## config.mk

```make
export PLATFORM = sky130hd
export DESIGN_NAME = alsu_arbiter
export DESIGN_NICKNAME = d
export VERILOG_FILES = /design/src/rtl/alsu_arbiter.sv
export SDC_FILE = /design/constraint.sdc
export NUM_CORES = 1
export LEC_CHECK = 0
export BUFFER_PORTS_ARGS = -buffer_cell sky130_fd_sc_hd__buf_2
export CAP_MARGIN = 5
export CORE_UTILIZATION = 42
export CTS_CLUSTER_SIZE = 25
export DETAILED_ROUTE_END_ITERATION = 6
export GPL_ROUTABILITY_DRIVEN = 0
export HOLD_SLACK_MARGIN = 0.06
export PLACE_DENSITY = 0.81
export SLEW_MARGIN = 25
export SYNTH_ARGS = -nofsm -noshare
export SYNTH_HDL_FRONTEND = slang
export SYNTH_SLANG_ARGS = --single-unit
```

## constraint.sdc

```tcl
create_clock -name clk -period 2.2 [get_ports clk]
set_input_delay 0.44 -clock clk [delete_from_list [all_inputs] [get_ports clk]]
set_output_delay 0.44 -clock clk [all_outputs]
set_load 0.05 [all_outputs]
```

## src/rtl/alsu_arbiter.sv

```systemverilog
// Round-robin arbiter/sequencer sharing one ALSU between NUM_REQ requesters.
// Grants a command, waits out the ALSU pipeline, captures the result and returns it tagged with the owner ID.
module alsu_arbiter #(
    parameter int  NUM_REQ  = 2,
    parameter int  ALSU_LAT = 2,
    localparam int ID_W     = $clog2(NUM_REQ)
) (
    input  logic                    clk,
    input  logic                    reset,
    input  logic [NUM_REQ-1:0]      req_valid,
    output logic [NUM_REQ-1:0]      req_ready,
    input  logic [16*NUM_REQ-1:0]   req_cmd,
    output logic [2:0]              alsu_opcode,
    output logic signed [2:0]       alsu_A,
    output logic signed [2:0]       alsu_B,
    output logic                    alsu_cin,
    output logic                    alsu_serial_in,
    output logic                    alsu_direction,
    output logic                    alsu_red_op_A,
    output logic                    alsu_red_op_B,
    output logic                    alsu_bypass_A,
    output logic                    alsu_bypass_B,
    input  logic [5:0]              alsu_out,
    input  logic [15:0]             alsu_leds,
    output logic                    rsp_valid,
    input  logic                    rsp_ready,
    output logic [ID_W-1:0]         rsp_id,
    output logic [5:0]              rsp_out,
    output logic                    rsp_err,
    output logic                    busy
);

    localparam int CNT_W = (ALSU_LAT > 1) ? $clog2(ALSU_LAT) : 1;

    typedef enum logic [1:0] {IDLE, WAIT, CAPT, RESP} state_t;

    state_t            state;
    logic [ID_W-1:0]   rr_ptr;
    logic [CNT_W-1:0]  cnt;
    logic [15:0]       cmd_q;

    logic              grant_found;
    logic [ID_W-1:0]   grant_idx;
    logic [ID_W:0]     cand;
    logic [ID_W-1:0]   next_ptr;

    // First valid requester at or above rr_ptr, wrapping past NUM_REQ-1 back to 0.
    always_comb begin
        grant_found = 1'b0;
        grant_idx   = '0;
        cand        = '0;
        for (int k = 0; k < NUM_REQ; k++) begin
            cand = {1'b0, rr_ptr} + (ID_W+1)'(k);
            if (cand >= (ID_W+1)'(NUM_REQ))
                cand = cand - (ID_W+1)'(NUM_REQ);
            if (!grant_found && req_valid[cand[ID_W-1:0]]) begin
                grant_found = 1'b1;
                grant_idx   = cand[ID_W-1:0];
            end
        end
    end

    assign next_ptr = (grant_idx == ID_W'(NUM_REQ-1)) ? '0 : grant_idx + ID_W'(1);

    always_comb begin
        req_ready = '0;
        if (reset && state == IDLE && grant_found)
            req_ready = NUM_REQ'(1) << grant_idx;
    end

    always_ff @(posedge clk or negedge reset) begin
        if (!reset) begin
            state     <= IDLE;
            rr_ptr    <= '0;
            cnt       <= '0;
            cmd_q     <= '0;
            rsp_valid <= 1'b0;
            rsp_id    <= '0;
            rsp_out   <= '0;
            rsp_err   <= 1'b0;
            busy      <= 1'b0;
        end else begin
            unique case (state)
                IDLE: begin
                    if (grant_found) begin
                        cmd_q  <= req_cmd[16*int'(grant_idx) +: 16];
                        rsp_id <= grant_idx;
                        rr_ptr <= next_ptr;
                        cnt    <= CNT_W'(ALSU_LAT-1);
                        busy   <= 1'b1;
                        state  <= WAIT;
                    end
                end
                WAIT: begin
                    if (cnt == '0)
                        state <= CAPT;
                    else
                        cnt <= cnt - CNT_W'(1);
                end
                // Shift/rotate results keep moving while inputs are held, so sample exactly once here.
                CAPT: begin
                    rsp_out   <= alsu_out;
                    rsp_err   <= |alsu_leds;
                    rsp_valid <= 1'b1;
                    state     <= RESP;
                end
                RESP: begin
                    if (rsp_ready) begin
                        rsp_valid <= 1'b0;
                        busy      <= 1'b0;
                        state     <= IDLE;
                    end
                end
            endcase
        end
    end

    assign alsu_opcode    = cmd_q[15:13];
    assign alsu_A         = cmd_q[12:10];
    assign alsu_B         = cmd_q[9:7];
    assign alsu_cin       = cmd_q[6];
    assign alsu_serial_in = cmd_q[5];
    assign alsu_direction = cmd_q[4];
    assign alsu_red_op_A  = cmd_q[3];
    assign alsu_red_op_B  = cmd_q[2];
    assign alsu_bypass_A  = cmd_q[1];
    assign alsu_bypass_B  = cmd_q[0];

endmodule

```

# After elaboration in Yosys (flattened, before gate mapping)
# Index checks and enable logic that the tools add are counted.
# op_classes
addsub	5
order_cmp	4
n_eq_ne	6
shifts	2
mux	22
n_reduce_logical	14
# op_table
cell	count
$shiftx 32x6->16	1
$reduce_or 16->1	1
$mux 1	14
$mux 2	4
$pmux 2 s4	1
$ne 2x2->1 const B	3
$pmux 1 s2	3
$reduce_and 2->1	3
$reduce_and 3->1	2
$reduce_bool 2->1	3
$eq 2x2->1 const B	2
$lt 1x2->1 const B	2
$logic_and 1x1->1	3
$sub 1x1->1 const B	3
$add 1x1->2 const B	1
$eq 2x1->1 const B	1
$ge 1x2->1 const B	1
$ge 2x2->1 const B	1
$logic_not 2->1	1
$shl 1x1->2 const A	1
$add 1x1->1 const B	1
$logic_not 1->1	1
# totals
reg_bits	30
out_inout_bits	28

# Longest topological paths before layout
# logic_depth
word_depth	10
ltp_mapped	6

# Least setup slack after synthesis
# OpenSTA, ideal clock, no wires.
# synth_timing
path_kind	register -> output
start	register state[0]
end	output req_ready[1]
arrival_ps	1691
required_time_ps	1760
slack_ps	69
path_stages_with_launch	7
cell_sequence	dfrtp_1 -> inv_1 -> ha_1 -> nand2_1 -> a21oi_2 -> buf_4 -> and2_1
# synth_between
elab_chain_cells	4
# synth_rtl
item	line_no	text
from (decl)	37	state_t state;
from (signal assigned)	73	state <= IDLE;
from (signal assigned)	91	state <= WAIT;
from (signal assigned)	96	state <= CAPT;
$logic_not 2->1	67	if (reset && state == IDLE && grant_found)
$logic_and 1x1->1 (2 in series)	67	
$mux 2	67	
to (decl)	11	output logic [NUM_REQ-1:0] req_ready,
# Every way passes these cells.

# Worst setup path after layout
# Same ends and word-level chain as after synthesis.

==> impl_metrics.csv <==
group,metric,value,unit
synth,synth_area,0.001388,mm²
setup_path,endpoint_kind,"primary output",
grt,grt_max_degree,28,
routing,dr.pass1.iters,4,
sta,clock_skew,0.004821,ns
grt,grtUsageTotal,0.2055,
floorplan,die_width,59.48,µm
cells_and_area,layout_common_cells,"buf_2 (84), dfrtp_1 (30), a221o_1 (16)",
pwr,p_comb_frac,0.579,
pwr,swShare,0.4916,
pwr,peakVddDrop,1.007,mV
outcome,status,"finished, final reports clean",
synth,ys_ff_latch,30,
synth,synth_nets,177,
grt,grt_pass1_vias,1190,
grt,antenna_found_initial,0,
cts,cts_buffers,5,
routing,vias,1256,
setup_path,critPathLaunchType,"flop",
routing,routed_wl,3.215,mm
pwr,power.density,1627,mW/mm²
placement,dpl-instance-area,0.001872,mm²
placement,post-dp-hpwl,2.445,mm
synth,synth_cell_types,29,
floorplan,die_area,0.003538,mm²
routing,drc_errors,0,
cts,cts_buffer_depth,2,
floorplan,ios,87,
sta,period_needed,2.060,ns
routing,drtAntennaViolNets,0,
pwr,p_int,1.637,mW
cts,ctsHtreeMaxLevel,2,
floorplan,rows,20,
sta,final.period_utilization,0.9362,
placement,place_inst,242,
routing,drtIter0Drc,34,
placement,port_buffers,86,
sta,hold_viol,0,
routing,wire_per_inst,12.81,µm
cells_and_area,fin_util,0.6375,
synth,syn_area_per_cell,12.28,µm²
cells_and_area,nets,270,
sta,setup_viol,0,
cts,post-cts-setup-buffers,0,
worst_hold_path,min_path_type,"input port to flop",
routing,vias_per_cell,5.004,
cts,clk_pin_slew,0.09,ns
sta,worst_pin_slew,0.6284,ns
sta,hold_slack,0.3197,ns
cts,cts_tree,"built",
synth,yosys_warnings,0,
cts,cts_sinks,30,
floorplan,die_y,59.48,µm
cts,cts_root_buffer,"clkbuf_4",
cells_and_area,drive_gt1_frac,0.5169,
floorplan,initial_core_util,0.4472,
sta,slew_viol_final,0,
cells_and_area,fin_cells,251,
pwr,p_switching,1.582,mW
cts,clkLatencyLatePin,0.32,ns
job,cap_viol_max_count,0,
cells_and_area,synthToLayoutAreaGrowth,42.56,%
setup_path,arrival,1.62,ns
cells_and_area,diodes,0,
grt,gr-total-overflow,0,
pwr,p_leak,1.017,nW
setup_path,cp_max_fo,6,
cells_and_area,fin_area,0.001978,mm²
sta,max_freq,485.5,MHz
pwr,p_seq_frac,0.297,
placement,place_ws,0.3771,ns
cells_and_area,layout_commonest_cell,"buf_2",
pwr,clockPowerShare,0.125,
sta,relSlewSlack,0.5810,
setup_path,crit_type,"flop to primary output",
floorplan,core_region_area,0.003103,mm²
synth,netlist_instances,113,
grt,grt_pass1_wl,5.175,mm
synth,synth_seq_area_share,0.5410,
pwr,power,3.219,mW
setup_path,cp.required,1.76,ns
sta,layout_setup_ws,0.1403,ns
sta,tns,0,ns
-- state kept, by name, summed over array words and instances (netlist names) --
register and count:
cmd_q 16, rsp_out 6, state 2, busy 1, cnt 1, rr_ptr 1, rsp_err 1, rsp_id 1
rsp_valid 1
-- what timing repair did --
action / in CTS / in global routing
gates resized for setup: 0 / 4
endpoints found under the hold margin: 3 / 0
endpoints found under the setup margin: 0 / 2
hold buffers: 1 / 0
-- cell type report --
cell class / count / area, µm²
clock buffers: 8 / 78.83
inverters: 6 / 22.52
fillers: 282 / 1125
flip-flops and latches: 30 / 750.7
multi-input cells: 73 / 603.1
repair buffers: 90 / 467.9
well taps: 44 / 55.05
-- worst max-delay path: stages (launching register included) --
cell and delay (ns):
dfrtp_1 0.41, inv_1 0.17, ha_4 0.19, nand2_1 0.06, a21oi_2 0.11, and2_1 0.13
clkbuf_4 0.22
-- per-layer routing --
metal	share of wire	GRT usage	vias to the layer above
met5	0	0	-
met4	0.015	0.1122	0
met3	0.061	0.04585	5
met2	0.50	0.3547	49
met1	0.42	0.2345	598
li1	-	-	604
-- kinds of logic after synthesis --
family	count (synthesis)	synth area share
flops	30	0.5410
simple gates	30	0.1281
mux	8	0.06402
compound gates	30	0.1885
fa+ha+maj	5	0.04509
buf+inv	10	0.03335
-- power groups by stage --
stage          logic (mW)  registers (mW)  clock network (mW)
4_1_cts              1.86           0.957               0.415
6_report             1.86           0.955               0.401
3_5_place_dp         1.86           0.961                   0
5_1_grt              1.99           0.992               0.443
3_3_place_gp         1.84           0.951                   0
2_1_floorplan       0.642            1.73                   0
-- synth_stat cells --
master	instances	share of area
a211o_1	1	0.0063
a21boi_0	1	0.0054
a21o_1	2	0.011
a21oi_2	2	0.013
a221o_1	16	0.12
and2_0	15	0.068
and2_1	3	0.014
buf_2	1	0.0036
buf_4	2	0.011
clkbuf_1	1	0.0027
dfrtp_1	30	0.54
ha_1	5	0.045
inv_1	6	0.016
mux2_1	1	0.0081
mux2_2	6	0.049
mux2i_1	1	0.0072
nand2_1	2	0.0054
nand3_1	1	0.0036
nand3b_1	1	0.0054
nor2_1	2	0.0054
nor2b_1	1	0.0045
nor3_1	1	0.0036
nor3b_1	1	0.0054
nor4_1	3	0.014
o21ai_0	4	0.014
o21ai_2	1	0.0063
o22a_1	1	0.0063
o22ai_1	1	0.0045
o311ai_0	1	0.0063
-- path summary, 6_finish.rpt --
path                                 from      endpoint  slack, ns  depth (start not counted)
worst max-delay path             state[0]  req_ready[1]       0.14                          6
worst min-delay path            rsp_ready     rsp_valid       0.32                          2
worst max register to register   state[0]      state[1]       0.58                          5
worst min register to register     rsp_id        rsp_id       0.48                          1
max in group asynchronous           reset        rr_ptr       1.17                          3
min in group asynchronous           reset      cmd_q[9]       0.47                          2
Note: power is estimated with default switching activity, not from simulation.
